File: src/rtl/mem_bist_master.sv
// Memory BIST bus initiator: writes seed+i to a word block, reads it back,
// and reports pass, error count and first failing address.
module mem_bist_master #(
  parameter int WIDTH   = 32,
  parameter int CNTBITS = 8
) (
  input  logic               clk,
  input  logic               reset,
  input  logic               start,
  input  logic [WIDTH-1:0]   base,
  input  logic [CNTBITS-1:0] nwords,
  input  logic [WIDTH-1:0]   seed,
  input  logic [WIDTH-1:0]   memdata,
  output logic               memread,
  output logic               memwrite,
  output logic [WIDTH-1:0]   adr,
  output logic [WIDTH-1:0]   writedata,
  output logic               busy,
  output logic               done,
  output logic               pass,
  output logic [CNTBITS-1:0] errcount,
  output logic [WIDTH-1:0]   firstfail
);

  typedef enum logic [1:0] {
    S_IDLE,
    S_WRITE,
    S_READ,
    S_DONE
  } state_t;

  state_t             r_state;
  logic [CNTBITS-1:0] r_n;
  logic [CNTBITS-1:0] r_i;
  logic [WIDTH-1:0]   r_base;
  logic [WIDTH-1:0]   r_seed;
  logic [WIDTH-1:0]   r_pat;

  logic             w_last;
  logic             w_miss;
  logic             w_sat;
  logic [WIDTH-1:0] w_base;

  assign w_base = {base[WIDTH-1:2], 2'b00};
  assign w_last = (r_i == r_n - CNTBITS'(1));
  assign w_miss = (memdata != r_pat);
  assign w_sat  = &errcount;

  always_ff @(posedge clk or negedge reset) begin
    if (!reset) begin
      r_state   <= S_IDLE;
      r_n       <= '0;
      r_i       <= '0;
      r_base    <= '0;
      r_seed    <= '0;
      r_pat     <= '0;
      memread   <= 1'b0;
      memwrite  <= 1'b0;
      adr       <= '0;
      writedata <= '0;
      busy      <= 1'b0;
      done      <= 1'b0;
      pass      <= 1'b0;
      errcount  <= '0;
      firstfail <= '0;
    end else begin
      done <= 1'b0;
      unique case (r_state)
        S_IDLE: begin
          if (start) begin
            r_base    <= w_base;
            r_n       <= nwords;
            r_seed    <= seed;
            r_i       <= '0;
            errcount  <= '0;
            firstfail <= '0;
            if (nwords != '0) begin
              pass      <= 1'b0;
              busy      <= 1'b1;
              memwrite  <= 1'b1;
              adr       <= w_base;
              writedata <= seed;
              r_state   <= S_WRITE;
            end else begin
              pass    <= 1'b1;
              done    <= 1'b1;
              r_state <= S_DONE;
            end
          end
        end
        S_WRITE: begin
          if (w_last) begin
            memwrite <= 1'b0;
            memread  <= 1'b1;
            adr      <= r_base;
            r_pat    <= r_seed;
            r_i      <= '0;
            r_state  <= S_READ;
          end else begin
            r_i       <= r_i + CNTBITS'(1);
            adr       <= adr + WIDTH'(4);
            writedata <= writedata + WIDTH'(1);
          end
        end
        S_READ: begin
          // errcount==0 before this compare marks the first mismatch
          if (w_miss) begin
            if (!w_sat) errcount <= errcount + CNTBITS'(1);
            if (errcount == '0) firstfail <= adr;
          end
          if (w_last) begin
            memread <= 1'b0;
            busy    <= 1'b0;
            done    <= 1'b1;
            pass    <= !w_miss && (errcount == '0);
            r_state <= S_DONE;
          end else begin
            r_i   <= r_i + CNTBITS'(1);
            adr   <= adr + WIDTH'(4);
            r_pat <= r_pat + WIDTH'(1);
          end
        end
        S_DONE: r_state <= S_IDLE;
        default: r_state <= S_IDLE;
      endcase
    end
  end

endmodule

File: config.mk
export PLATFORM = sky130hd
export DESIGN_NAME = mem_bist_master
export DESIGN_NICKNAME = d
export VERILOG_FILES = /design/src/rtl/mem_bist_master.sv
export SDC_FILE = /design/constraint.sdc
export NUM_CORES = 1
export LEC_CHECK = 0
export ABC_AREA = 1
export BUFFER_PORTS_ARGS = -buffer_cell sky130_fd_sc_hd__clkbuf_2
export CORE_AREA = 4 4 157 234
export DETAILED_ROUTE_END_ITERATION = 16
export DIE_AREA = 0 0 161 238
export GPL_ROUTABILITY_DRIVEN = 0
export SLEW_MARGIN = 20
export SYNTH_ARGS = -nofsm -noshare
export SYNTH_HDL_FRONTEND = slang
export SYNTH_SLANG_ARGS = --single-unit
File: constraint.sdc
create_clock -name clk -period 3.7 [get_ports clk]
set_input_delay 0.37 -clock clk [delete_from_list [all_inputs] [get_ports clk]]
set_output_delay 0.37 -clock clk [all_outputs]
set_load 0.01 [all_outputs]
==> After elaboration in Yosys (flattened, before gate mapping) <==
Index checks and enable logic that the tools add are counted.
{ "totals": {"regBits": 221, "input_bits": 107, "output_inout_bits": 109} }
{ "op_classes": {"add_sub_neg": 6, "eq_ne": 14, "muxes": 42, "reduce_logical": 22} }
{ "ops": {"columns": ["operator", "count"], "rows": [
  ["$mux 32", 12],
  ["$pmux 32 s2", 3],
  ["$pmux 32 s3", 1],
  ["$add 32x1->32 const B", 2],
  ["$mux 8", 5],
  ["$add 32x3->32 const B", 1],
  ["$ne 32x32->1", 1],
  ["$pmux 8 s3", 1],
  ["$reduce_and 4->1", 6],
  ["$ne 2x2->1 const B", 9],
  ["$add 8x1->8 const B", 2],
  ["$pmux 8 s2", 1],
  ["$reduce_and 3->1", 5],
  ["$pmux 1 s2", 5],
  ["$mux 1", 9],
  ["$eq 8x8->1", 1],
  ["$logic_not 8->1", 1],
  ["$mux 2", 4],
  ["$pmux 2 s4", 1],
  ["$reduce_and 8->1", 1],
  ["$reduce_bool 8->1", 1],
  ["$sub 8x1->8 const B", 1],
  ["$reduce_bool 2->1", 3],
  ["$eq 2x2->1 const B", 2],
  ["other kinds (6)", 6]
]} }

==> Longest topological paths before layout <==
Gate-level depths: netlist of the first run.
{ "depth": {"depth_word": 5, "mapped_depth": 17, "ltp_nobuf": 16} }

==> Worst setup path after synthesis of the first run <==
Ideal clock, no wire load.
{ "synth_path": {"path_type": "register to register", "startpoint": "register r_state[0]", "endpoint": "register firstfail[21]", "arrival_time_ns": 1.935, "required_time_ns": 3.634, "slack_ns": 1.699, "path_stages_with_launch": 11, "n_path_buf": 4, "cell_sequence": "dfrtp_1 -> inv_1 -> ha_1 -> buf_2 -> inv_1 -> clkbuf_1 -> o21ai_1 -> buf_2 -> buf_1 -> nand4_1 -> nand2_1"} }
{ "synth_via": {"elab_chain_cells": 3, "word_cells_on_any_way": 8, "cone_classes": "4 x eq/ne; 1 x mux; 3 x reduce/logical"} }
{ "synth_rtl": {"columns": ["element", "line", "text"], "rows": [
  ["from (decl)", "32", "state_t r_state;"],
  ["from (signal assigned)", "51", "r_state <= S_IDLE;"],
  ["from (signal assigned)", "83", "r_state <= S_WRITE;"],
  ["from (signal assigned)", "87", "r_state <= S_DONE;"],
  ["$eq 2x2->1 or $logic_not 2->1 (tied branches)", "68", "unique case (r_state)"],
  ["$ne 2x2->1 (no line) or $reduce_bool 2->1 (tied branches)", null, null],
  ["$reduce_and 4->1 (no line)", null, null],
  ["to (signal assigned)", "109", "if (errcount == '0) firstfail <= adr;"],
  ["to (decl)", "22", "output logic [WIDTH-1:0] firstfail"]
]} }
Several ways; a longest one is shown, not always the timed one.
A chain may end at the register's enable or synchronous reset.

==> Final worst setup path of the first run <==
{ "layout_path": {"startpoint": "register r_n[2]", "endpoint": "register adr[6]"} }
{ "layout_via": {"elab_chain_cells": 4, "word_cells_on_any_way": 6, "cone_classes": "1 x add/sub; 2 x eq/ne; 2 x mux; 1 x reduce/logical"} }
{ "layout_rtl": {"columns": ["element", "line", "text"], "rows": [
  ["from (decl)", "33", "logic [CNTBITS-1:0] r_n;"],
  ["from (signal assigned)", "72", "r_n <= nwords;"],
  ["$sub 8x1->8 *", "45", "assign w_last = (r_i == r_n - CNTBITS'(1));"],
  ["$eq 8x8->1 *", "45", null],
  ["$mux 32 or $ne 2x2->1 (tied branches)", null, null],
  ["$pmux 32 s3 or $reduce_and 4->1 (tied branches)", null, null],
  ["to (signal assigned)", "81", "adr <= w_base;"],
  ["to (signal assigned)", "95", "adr <= r_base;"],
  ["to (signal assigned)", "101", "adr <= adr + WIDTH'(4);"],
  ["to (decl)", "16", "output logic [WIDTH-1:0] adr,"]
]} }
Every way passes the cells marked *; elsewhere a longest branch is shown, timed or not.

==> flow_metrics.py, run 1 <==
metrics = {
    "routing": {
        "drc": 0,
        "vias": 13529,
        "via_per_inst": 5.018,
        "wl_per_cell_um": 16.85,
        "first_pass_iters": 6,
        "drt-total-wl_um": 45440,
        "drtIter0Drc": 864,
        "ant_nets": 0,
    },
    "synth": {
        "synth_warnings": 0,
        "ys_top_cells_by_area": "dfrtp_1 40%, nand2_1 22%, inv_1 6.1%",
        "ys_seq_area_share_pct": 39.66,
        "syn_inst": 2035,
        "yosysUniqueCellTypes": 38,
        "syn_area_per_cell_um2": 6.729,
        "ys_seq_elements": 217,
        "synth_top_area_cell": "dfrtp_1",
        "netlist_area_mm2": 0.01369,
        "synth_top_area_share_pct": 39.66,
    },
    "setup_path": {
        "cp-end-kind": "flop",
        "arrival_ps": 3150,
        "slowest_stage": "buf_4",
        "cp.required_ps": 4120,
        "path_common_cell": "nand2_1",
        "path_max_fanout": 60,
        "worstSetupPathType": "flop to flop",
        "cp-start-kind": "flop",
        "crit_chain": "nor2_1 -> nand2_1 -> nand2_1 -> nand2_1 -> nand2_1 -> nand2_1 -> nor2_4 -> buf_4 -> nand3_2 -> nand3_2 -> buf_4 -> nor2_1 -> nand2_1 -> nand2_1",
        "max_stage_delay_ps": 530,
    },
    "sta": {
        "rsz0062_at_grt": "no",
        "clock.fmax_mhz": 365.7,
        "hold_violations": 0,
        "slew_viol_final": 0,
        "final.min_clock_period_ps": 2734,
        "finalCritPeriodShare_pct": 73.90,
        "final.setup.tns_ps": 0,
        "maxSlewHeadroom_pct": 34.60,
        "finClkSkew_ps": 24.32,
        "tightest_slew_ps": 981.0,
        "setup_violations": 0,
    },
    "global_route": {
        "grt.overflow.total": 0,
        "grt_pass1_wl_um": 71170,
        "grt_pass1_vias": 13160,
        "grt_max_degree": 110,
        "grt.total_usage_pct": 23.18,
        "antenna_found_initial": 2,
    },
    "pwr": {
        "powerDensity_mw_per_mm2": 898.5,
        "peakVddDrop_uv": 552.3,
        "leakagePower_uw": 0.008788,
        "finalPower_uw": 14460,
    },
    "placement": {
        "portBuffers": 209,
        "place_hpwl_um": 33310,
    },
    "final_layout": {
        "nFillCells": 3668,
        "syn_to_final_growth_pct": 17.53,
        "layout.nets": 2320,
        "layout-drive-gt1-share_pct": 13.11,
    },
    "clock_network": {
        "cts-root-buf": "clkbuf_16",
        "cts_tree": "built",
        "clk_transition_reported_paths_ps": 70,
        "cts_made_buffers": 25,
        "cts_sinks": 217,
        "insertion_delay_ps": 540,
        "h-tree-depth": 1,
        "cts-resized-gates": 0,
        "cts_buffer_depth": 3,
        "post_cts_buffers": 0,
    },
    "flow_run": {
        "maxCapViolations": 0,
    },
    "outcome": {
        "status": "complete, no violations",
    },
    "floorplanning": {
        "die_y_um": 238,
        "io_pins": 216,
        "die_x_um": 161,
        "start_util_pct": 39.24,
        "coreArea_mm2": 0.03489,
        "die-area_mm2": 0.03832,
        "row_count": 84,
    },
    "hold_path": {
        "hp-class": "input port to flop",
    },
}
metal layers:
metal | global-route usage, % | up-vias | wire (um)
met2 | 42.11 | 461 | 23020
li1 | - | 6687 | -
met1 | 25.50 | 6229 | 16720
met4 | 13.92 | 0 | 2973
met5 | 0 | - | 0
met3 | 3.352 | 152 | 2726
logic make-up (layout without fill, tap and decap cells):
family / count (synthesis) / in the layout / share of synthesized area (%)
and+or+nand+nor: 1229 / 1229 / 36.99
buffers and inverters: 313 / 494 / 8.946
DFF: 217 / 217 / 39.66
AOI/OAI and AO/OA: 147 / 147 / 5.711
xor gates and xnor gates: 99 / 99 / 6.332
muxes: 17 / 17 / 1.243
adders and majority gates: 12 / 12 / 1.096
other: 1 / 8 / 0.02739
cells in the final DEF (no fill, tap or decap), types with 4 or more instances in the layout:
cell type and n:
nand3_1 58, or2_2 7, ha_1 9, dfrtp_1 217
clkinv_2 6, clkbuf_16 25, xor2_1 68, o21ai_1 19
nand2_1 818, a21oi_1 23, clkbuf_2 208, conb_1 4
nand4_1 89, o21ai_0 90, clkbuf_8 5, mux2i_1 17
nor3_1 45, nor2_1 191, diode_2 4, xnor2_1 31
nor3b_1 6, bufinv_16 7, inv_1 220, buf_4 15
report_power, final:
part | internal, uW | switching [uW]
clock | 1820 | 1050
sequential | 3460 | 1420
combinational | 2290 | 4420
through the flow:
stage	utilization [%]	instances	worst slack [ps]	hold slack [ps]	cell area (um^2)
after global placement	43.37	2646	983.3	458.2	15130
final	46.12	2696	965.7	39.59	16090
after global routing	46.11	2694	658.8	45.91	16090
after CTS	46.10	2692	920.5	24.08	16080
after detailed placement	43.37	2646	944.7	461.3	15130
after floorplan	-	2038	1699	74.41	13700
synth_stat cells:
library cell / count
conb_1: 1
buf_4: 4
a21oi_1: 23
a21boi_0: 2
mux2i_1: 17
buf_1: 11
nand2_1: 819
o22ai_1: 3
o21ai_1: 20
a22o_1: 2
nand4_1: 89
nor3_1: 45
o21ai_0: 90
o2111ai_1: 1
a2bb2oi_1: 2
o21a_1: 2
nor2_1: 191
or2_2: 7
nor2_4: 1
inv_1: 221
nor4_1: 2
buf_2: 28
xor2_1: 68
nor3b_1: 6
and3_1: 3
o21ai_4: 1
ha_1: 12
nand2_2: 1
nand3_2: 2
nand3_1: 59
clkbuf_1: 48
nor2_2: 1
nand3_4: 1
xnor2_1: 31
nand3b_1: 2
o31ai_1: 1
inv_2: 1
dfrtp_1: 217
path summary, 6_finish.rpt:
kind                       slack [ps]     startpoint       endpoint  depth (start not counted)
max                               970         r_n[2]         adr[6]                         14
min                                40       base[19]     r_base[19]                          3
max reg2reg                       970         r_n[2]         adr[6]                         14
min reg2reg                       470  firstfail[19]  firstfail[19]                          2
max in group asynchronous        2310          reset       r_pat[7]                          3
min in group asynchronous         500          reset     r_seed[17]                          2
layout make-up:
cell class	count	area, um^2	area share (%)
Antenna cell	4	10.01	0.06219
Tap cell	473	591.8	3.677
Inverter	222	833.3	5.178
Clock buffer	32	701.9	4.361
Clock inverter	13	240.2	1.493
Timing Repair Buffer	227	1219	7.572
Sequential cell	217	5430	33.74
Multi-Input combinational cell	1508	7068	43.92
flip-flops by register name, indices dropped and copies added (netlist names):
signal     cells
r_pat         32
r_seed        32
writedata     32
adr           30
firstfail     30
r_base        30
errcount       8
r_i            8
r_n            8
r_state        2
busy           1
done           1
memread        1
memwrite       1
pass           1
worst max-delay path: cells and delay by family, from the launching register on:
family / cells / cell delay (ps)
buffers and inverters: 2 / 920
flip-flops: 1 / 410
AND/OR/NAND/NOR: 12 / 1250
what timing repair did:
action	in CTS	in global routing
hold buffers	1	0
setup endpoints to repair	0	0
hold endpoints to repair	56	0
(Power assumes the default switching activity.)
==> run 2: changes to the inputs <==
ABC_AREA = 0   (was 1)
CORE_AREA = 4 4 150 225   (was 4 4 157 234)
DIE_AREA = 0 0 154 229   (was 0 0 161 238)
clock period = 2.5 ns   (was 3.7 ns; I/O delays follow)
==> flow_metrics.py, run 2 <==
metrics = {
    "outcome": {
        "status": "finished with violations",
        "violations": "negative setup slack",
    },
    "final_layout": {
        "nFillCells": 2639,
        "top_regs": "r_pat (32), r_seed (32), writedata (32)",
        "diodes": 0,
        "mostFrequentLayoutCells": "216 x dfrtp_1, 208 x clkbuf_2, 158 x buf_4",
        "syn_to_final_growth_pct": 49.00,
        "layout-drive-gt1-share_pct": 42.20,
        "layout.nets": 1851,
        "design_area_mm2": 0.01873,
        "final-instance-count-excl-fill": 2159,
        "final_common_cell": "dfrtp_1",
        "regArea_mm2": 0.005431,
        "multi_input_area_mm2": 0.007836,
    },
    "floorplanning": {
        "start_util_pct": 39.62,
        "die_x_um": 154,
        "coreArea_mm2": 0.03173,
        "row_count": 80,
        "io_pins": 216,
        "die-area_mm2": 0.03527,
        "die_y_um": 229,
    },
    "setup_path": {
        "cp-start-kind": "flop",
        "path_common_cell": "buf_6",
        "critical_path_depth": 11,
        "slowest_stage": "or4_4",
        "arrival_ps": 3270,
        "max_stage_delay_ps": 510,
        "path_delay_family": "compound AO/OA/AOI/OAI gates",
        "path_max_fanout": 8,
        "crit_chain": "buf_6 -> nor3_4 -> nand3b_1 -> or4_4 -> a311o_1 -> buf_6 -> buf_6 -> o21ai_4 -> buf_12 -> nor4_1 -> a2111o_1",
        "rr_worst_depth": 11,
        "critPathBufInv": 4,
        "worstSetupPathType": "flop to flop",
        "cp.required_ps": 2910,
        "cp-end-kind": "flop",
    },
    "routing": {
        "drt-total-wl_um": 47920,
        "first_pass_iters": 5,
        "wl_per_cell_um": 22.19,
        "ant_nets": 0,
        "via_per_inst": 5.901,
        "drc": 0,
        "drtIter0Drc": 694,
        "vias": 12740,
    },
    "global_route": {
        "grt_pass1_wl_um": 72690,
        "grt.total_usage_pct": 25.65,
        "grt_max_degree": 78,
        "use_met3_pct": 3.702,
        "grt.overflow.total": 0,
        "antenna_found_initial": 0,
        "use_met2_pct": 47.65,
        "top_usage_layer": "met2",
        "grt_pass1_vias": 12979,
        "grtUsageMet1_pct": 28.50,
    },
    "hold_path": {
        "hp-class": "input port to flop",
        "holdPathStages": 2,
    },
    "pwr": {
        "clkPwrFrac_pct": 14.4,
        "finalPower_uw": 25090,
        "power.internal_uw": 13880,
        "swShare_pct": 44.70,
        "p_switching_uw": 11220,
        "p_seq_share_pct": 27.8,
        "combPwrFrac_pct": 57.8,
        "powerDensity_mw_per_mm2": 1340,
        "leakagePower_uw": 0.008110,
        "peakVddDrop_uv": 1174,
    },
    "synth": {
        "ys_seq_elements": 217,
        "netlist_area_mm2": 0.01257,
        "ys_async_sr_fraction_pct": 100.0,
        "yosysUniqueCellTypes": 78,
        "syn_inst": 1305,
        "synth.most_common_cell": "dfrtp_1",
        "synth_top_area_cell": "dfrtp_1",
        "synth_common_cells": "217 x dfrtp_1, 123 x nand2_1, 91 x nor2_1, 77 x clkbuf_1, 65 x mux2_2",
        "synth_ff_type": "dfrtp_1",
        "ys_seq_area_share_pct": 43.20,
        "syn_area_per_cell_um2": 9.633,
        "synth_enable_flop_cells": 0,
        "synth_warnings": 0,
        "ys_top_cells_by_area": "dfrtp_1 43%, mux2_2 5.8%, nand2_1 3.7%",
        "synth_top_area_share_pct": 43.20,
    },
    "sta": {
        "maxSlewHeadroom_pct": 37.88,
        "rsz0062_at_grt": "yes",
        "setup_violations": 107,
        "fin_ws_ps": -364.0,
        "finClkSkew_ps": 10.10,
        "tightest_slew_ps": 928.4,
        "slew_viol_final": 0,
        "final.min_clock_period_ps": 2864,
        "hold-worst-slack_ps": 20.79,
        "clock.fmax_mhz": 349.2,
        "finalCritPeriodShare_pct": 114.6,
        "hold_violations": 0,
    },
    "placement": {
        "post_dp_cell_area_mm2": 0.01556,
        "place_hpwl_um": 32980,
        "place_ws_ps": -392.0,
        "dp_cells": 2007,
        "portBuffers": 209,
    },
    "clock_network": {
        "cts-root-buf": "clkbuf_16",
        "cts_buffer_depth": 3,
        "insertion_delay_ps": 530,
        "cts_tree": "built",
        "cts_made_buffers": 24,
        "h-tree-depth": 1,
        "cts_sinks": 217,
        "clk_transition_reported_paths_ps": 60,
    },
    "flow_run": {
        "maxCapViolations": 0,
    },
}
run 2: per-stage QoR:
stage               setup TNS (ps)  util, %
floorplan                    -2882        -
detailed placement          -24930    49.03
CTS                         -16660    56.01
global route                -36110    59.03
finish                      -25970    59.03
global placement            -19400    49.03
run 2: layout make-up:
| class | count | share of cell area, % |
|---|---|---|
| Multi-Input combinational cell | 954 | 41.84 |
| Clock inverter | 9 | 0.4542 |
| Inverter | 34 | 0.6814 |
| Timing Repair Buffer | 501 | 21.50 |
| Sequential cell | 217 | 29.00 |
| Tap cell | 410 | 2.739 |
| Clock buffer | 34 | 3.788 |
run 2: kinds of logic (layout without fill, tap and decap cells):
logic type	Yosys count	after routing	share of synthesized area [%]
DFF	217	217	43.20
and+or+nand+nor	422	422	16.56
other	1	4	0.02983
xor gates and xnor gates	72	72	5.016
buffers and inverters	138	578	4.618
AOI/OAI and AO/OA	344	345	20.85
adders and majority gates	12	12	1.194
muxes	99	99	8.530
run 2: worst paths after layout:
check	startpoint	slack [ps]	end
max in group asynchronous	reset	1390	r_seed[9]
hold reg to reg	firstfail[15]	500	firstfail[15]
setup / recovery	r_n[0]	-360	r_pat[27]
min in group asynchronous	reset	310	errcount[3]
hold / removal	seed[16]	20	r_seed[16]
setup reg to reg	r_n[0]	-360	r_pat[27]
run 2: timing repair:
| item | in CTS | in global routing |
|---|---|---|
| endpoints found under the hold margin | 138 | 0 |
| gates cloned | 5 | 5 |
| setup endpoints to repair | 137 | 142 |
| gates resized for setup | 142 | 132 |
| pin swaps | 42 | 47 |
| hold buffers | 50 | 0 |
| setup buffers | 27 | 27 |
run 2: per-layer routing:
metal / vias to the layer above / routed length (um)
met5: - / 0
met4: 0 / 2690
met3: 172 / 3114
met2: 514 / 25570
met1: 6299 / 16540
li1: 5755 / -
run 2: power groups by stage:
stage	clock network (uW)	logic (uW)	registers, uW
finish	3620	14500	6980
global route	3820	15500	7160
CTS	3700	13000	6880
detailed placement	0	11900	6890
global placement	0	11700	6850
floorplan	0	6870	6770
==> run 3: changes to the inputs <==
--- a/config.mk
+++ b/config.mk
@@ -8,2 +8,3 @@
 export ABC_AREA = 0
+export ABC_CLOCK_PERIOD_IN_PS = 2500
 export BUFFER_PORTS_ARGS = -buffer_cell sky130_fd_sc_hd__clkbuf_2
@@ -13,2 +14,3 @@
 export GPL_ROUTABILITY_DRIVEN = 0
+export GPL_TIMING_DRIVEN = 0
 export SLEW_MARGIN = 20
--- a/constraint.sdc
+++ b/constraint.sdc
@@ -3,2 +3,2 @@
 set_output_delay 0.25 -clock clk [all_outputs]
-set_load 0.01 [all_outputs]
+set_load 0.02 [all_outputs]
==> flow_metrics.py, run 3 (synthesized netlist as in run 2, its figures left out) <==
metrics = {
    "floorplanning": {
        "die_y_um": 229,
        "die-area_mm2": 0.03527,
        "row_count": 80,
        "coreArea_mm2": 0.03173,
        "io_pins": 216,
        "start_util_pct": 39.62,
        "die_x_um": 154,
    },
    "sta": {
        "finalCritPeriodShare_pct": 118.2,
        "final.min_clock_period_ps": 2956,
        "maxSlewHeadroom_pct": 44.94,
        "clock.fmax_mhz": 338.3,
        "hold_violations": 0,
        "slew_viol_final": 0,
        "fin_ws_ps": -456.0,
        "rsz0062_at_grt": "yes",
        "final.setup.tns_ps": -35890,
        "setup_violations": 108,
        "tightest_slew_ps": 818.4,
        "finClkSkew_ps": 17.92,
    },
    "setup_path": {
        "max_stage_delay_ps": 420,
        "cp-start-kind": "flop",
        "arrival_ps": 3370,
        "slowest_stage": "dfrtp_2",
        "crit_chain": "inv_2 -> ha_4 -> nand2b_4 -> o31a_1 -> a2111o_1 -> a311o_1 -> buf_6 -> nor3_4 -> buf_6 -> a221oi_2 -> o31ai_1",
        "cp.required_ps": 2920,
        "cp-end-kind": "flop",
        "path_common_cell": "buf_6",
        "path_max_fanout": 10,
        "worstSetupPathType": "flop to flop",
    },
    "clock_network": {
        "cts_tree": "built",
        "clk_transition_reported_paths_ps": 60,
        "cts_sinks": 217,
        "insertion_delay_ps": 540,
        "cts-root-buf": "clkbuf_16",
        "h-tree-depth": 1,
        "cts_buffer_depth": 3,
        "cts_made_buffers": 23,
    },
    "final_layout": {
        "top_regs": "r_pat (32), r_seed (32), writedata (32)",
        "final_common_cell": "clkbuf_2",
        "fin_util_pct": 56.45,
        "mostFrequentLayoutCells": "237 x clkbuf_2, 207 x dfrtp_1, 118 x nand2_1",
        "nFillCells": 2748,
        "layout-drive-gt1-share_pct": 37.22,
        "layout.nets": 1808,
        "syn_to_final_growth_pct": 42.49,
    },
    "global_route": {
        "grt.total_usage_pct": 27.32,
        "grt_max_degree": 87,
        "antenna_found_initial": 0,
        "grt_pass1_wl_um": 76190,
        "grt.overflow.total": 0,
        "grt_pass1_vias": 13083,
    },
    "routing": {
        "drt-total-wl_um": 51180,
        "drtIter0Drc": 1210,
        "wl_per_cell_um": 24.17,
        "ant_nets": 0,
        "via_per_inst": 6.067,
        "vias": 12843,
        "drc": 0,
        "first_pass_iters": 5,
    },
    "pwr": {
        "peakVddDrop_uv": 847.9,
        "leakagePower_uw": 0.007682,
        "powerDensity_mw_per_mm2": 1407,
        "finalPower_uw": 25200,
    },
    "outcome": {
        "status": "finished with violations",
        "violations": "negative setup slack",
    },
    "hold_path": {
        "hp-class": "input port to flop",
    },
    "flow_run": {
        "maxCapViolations": 0,
    },
    "placement": {
        "portBuffers": 209,
        "place_hpwl_um": 35340,
        "place_ws_ps": -1217,
    },
}
[run 3: area by class of cell]
type                            instances  area, um^2  share of cell area (%)
Multi-Input combinational cell        953        7559                   42.20
Sequential cell                       217        5443                   30.39
Timing Repair Buffer                  364        2734                   15.26
Buffer                                 96       701.9                   3.919
Clock buffer                           29       648.1                   3.618
Tap cell                              410       513.0                   2.864
Clock inverter                         13       183.9                   1.027
Inverter                               34       127.6                  0.7125
Antenna cell                            1       2.502                 0.01397
[run 3: critical path: cells and delay by family, from the launching register on]
kind,cells,cell delay [ps]
compound gates,5,1450
fa+ha+maj,1,150
buf+inv,3,490
flops,1,420
simple gates,2,320
[run 3: timing repair]
item / 4_1_cts / 5_1_grt
hold endpoints to repair: 167 / 0
buffers inserted: 67 / 20
setup endpoints to repair: 154 / 150
pin swaps: 57 / 39
hold buffers: 57 / 0
gates cloned: 3 / 5
resized for setup: 217 / 89
[run 3: final timing paths]
kind                                    start            end  slack, ps  cells past startpoint
worst min-delay path                 seed[17]     r_seed[17]         20                      2
worst max-delay path                   r_n[0]        adr[13]       -460                     11
worst max register to register         r_n[0]        adr[13]       -460                     11
max in group asynchronous               reset   writedata[9]       1080                      5
worst min register to register  firstfail[21]  firstfail[21]        510                      1
min in group asynchronous               reset    errcount[1]        330                      3
[run 3: power by group]
group | switching (uW) | total (uW) | leakage (uW) | internal, uW
clock | 1560 | 3820 | 0.000390 | 2260
sequential | 2050 | 7210 | 0.00266 | 5160
combinational | 8410 | 14200 | 0.00463 | 5760
total | 12000 | 25200 | 0.00768 | 13200
[run 3: per-layer routing]
metal / share of wire [%] / up-vias / wire length, um / global-route usage [%]
met5: 0 / - / 0 / 0
met4: 8.1 / 0 / 4164 / 16.71
met3: 7.7 / 230 / 3939 / 4.457
met2: 49 / 718 / 25260 / 47.73
met1: 35 / 6211 / 17810 / 30.90
li1: - / 5684 / - / -
[run 3: metrics by stage]
stage,cells,instance area (um^2),hold slack [ps]
finish,2117,17910,18.11
global placement,1927,14400,477.8
detailed placement,1930,14490,324.5
CTS,2094,17350,2.348
global route,2116,17910,14.88
floorplan,1308,12840,-45.59
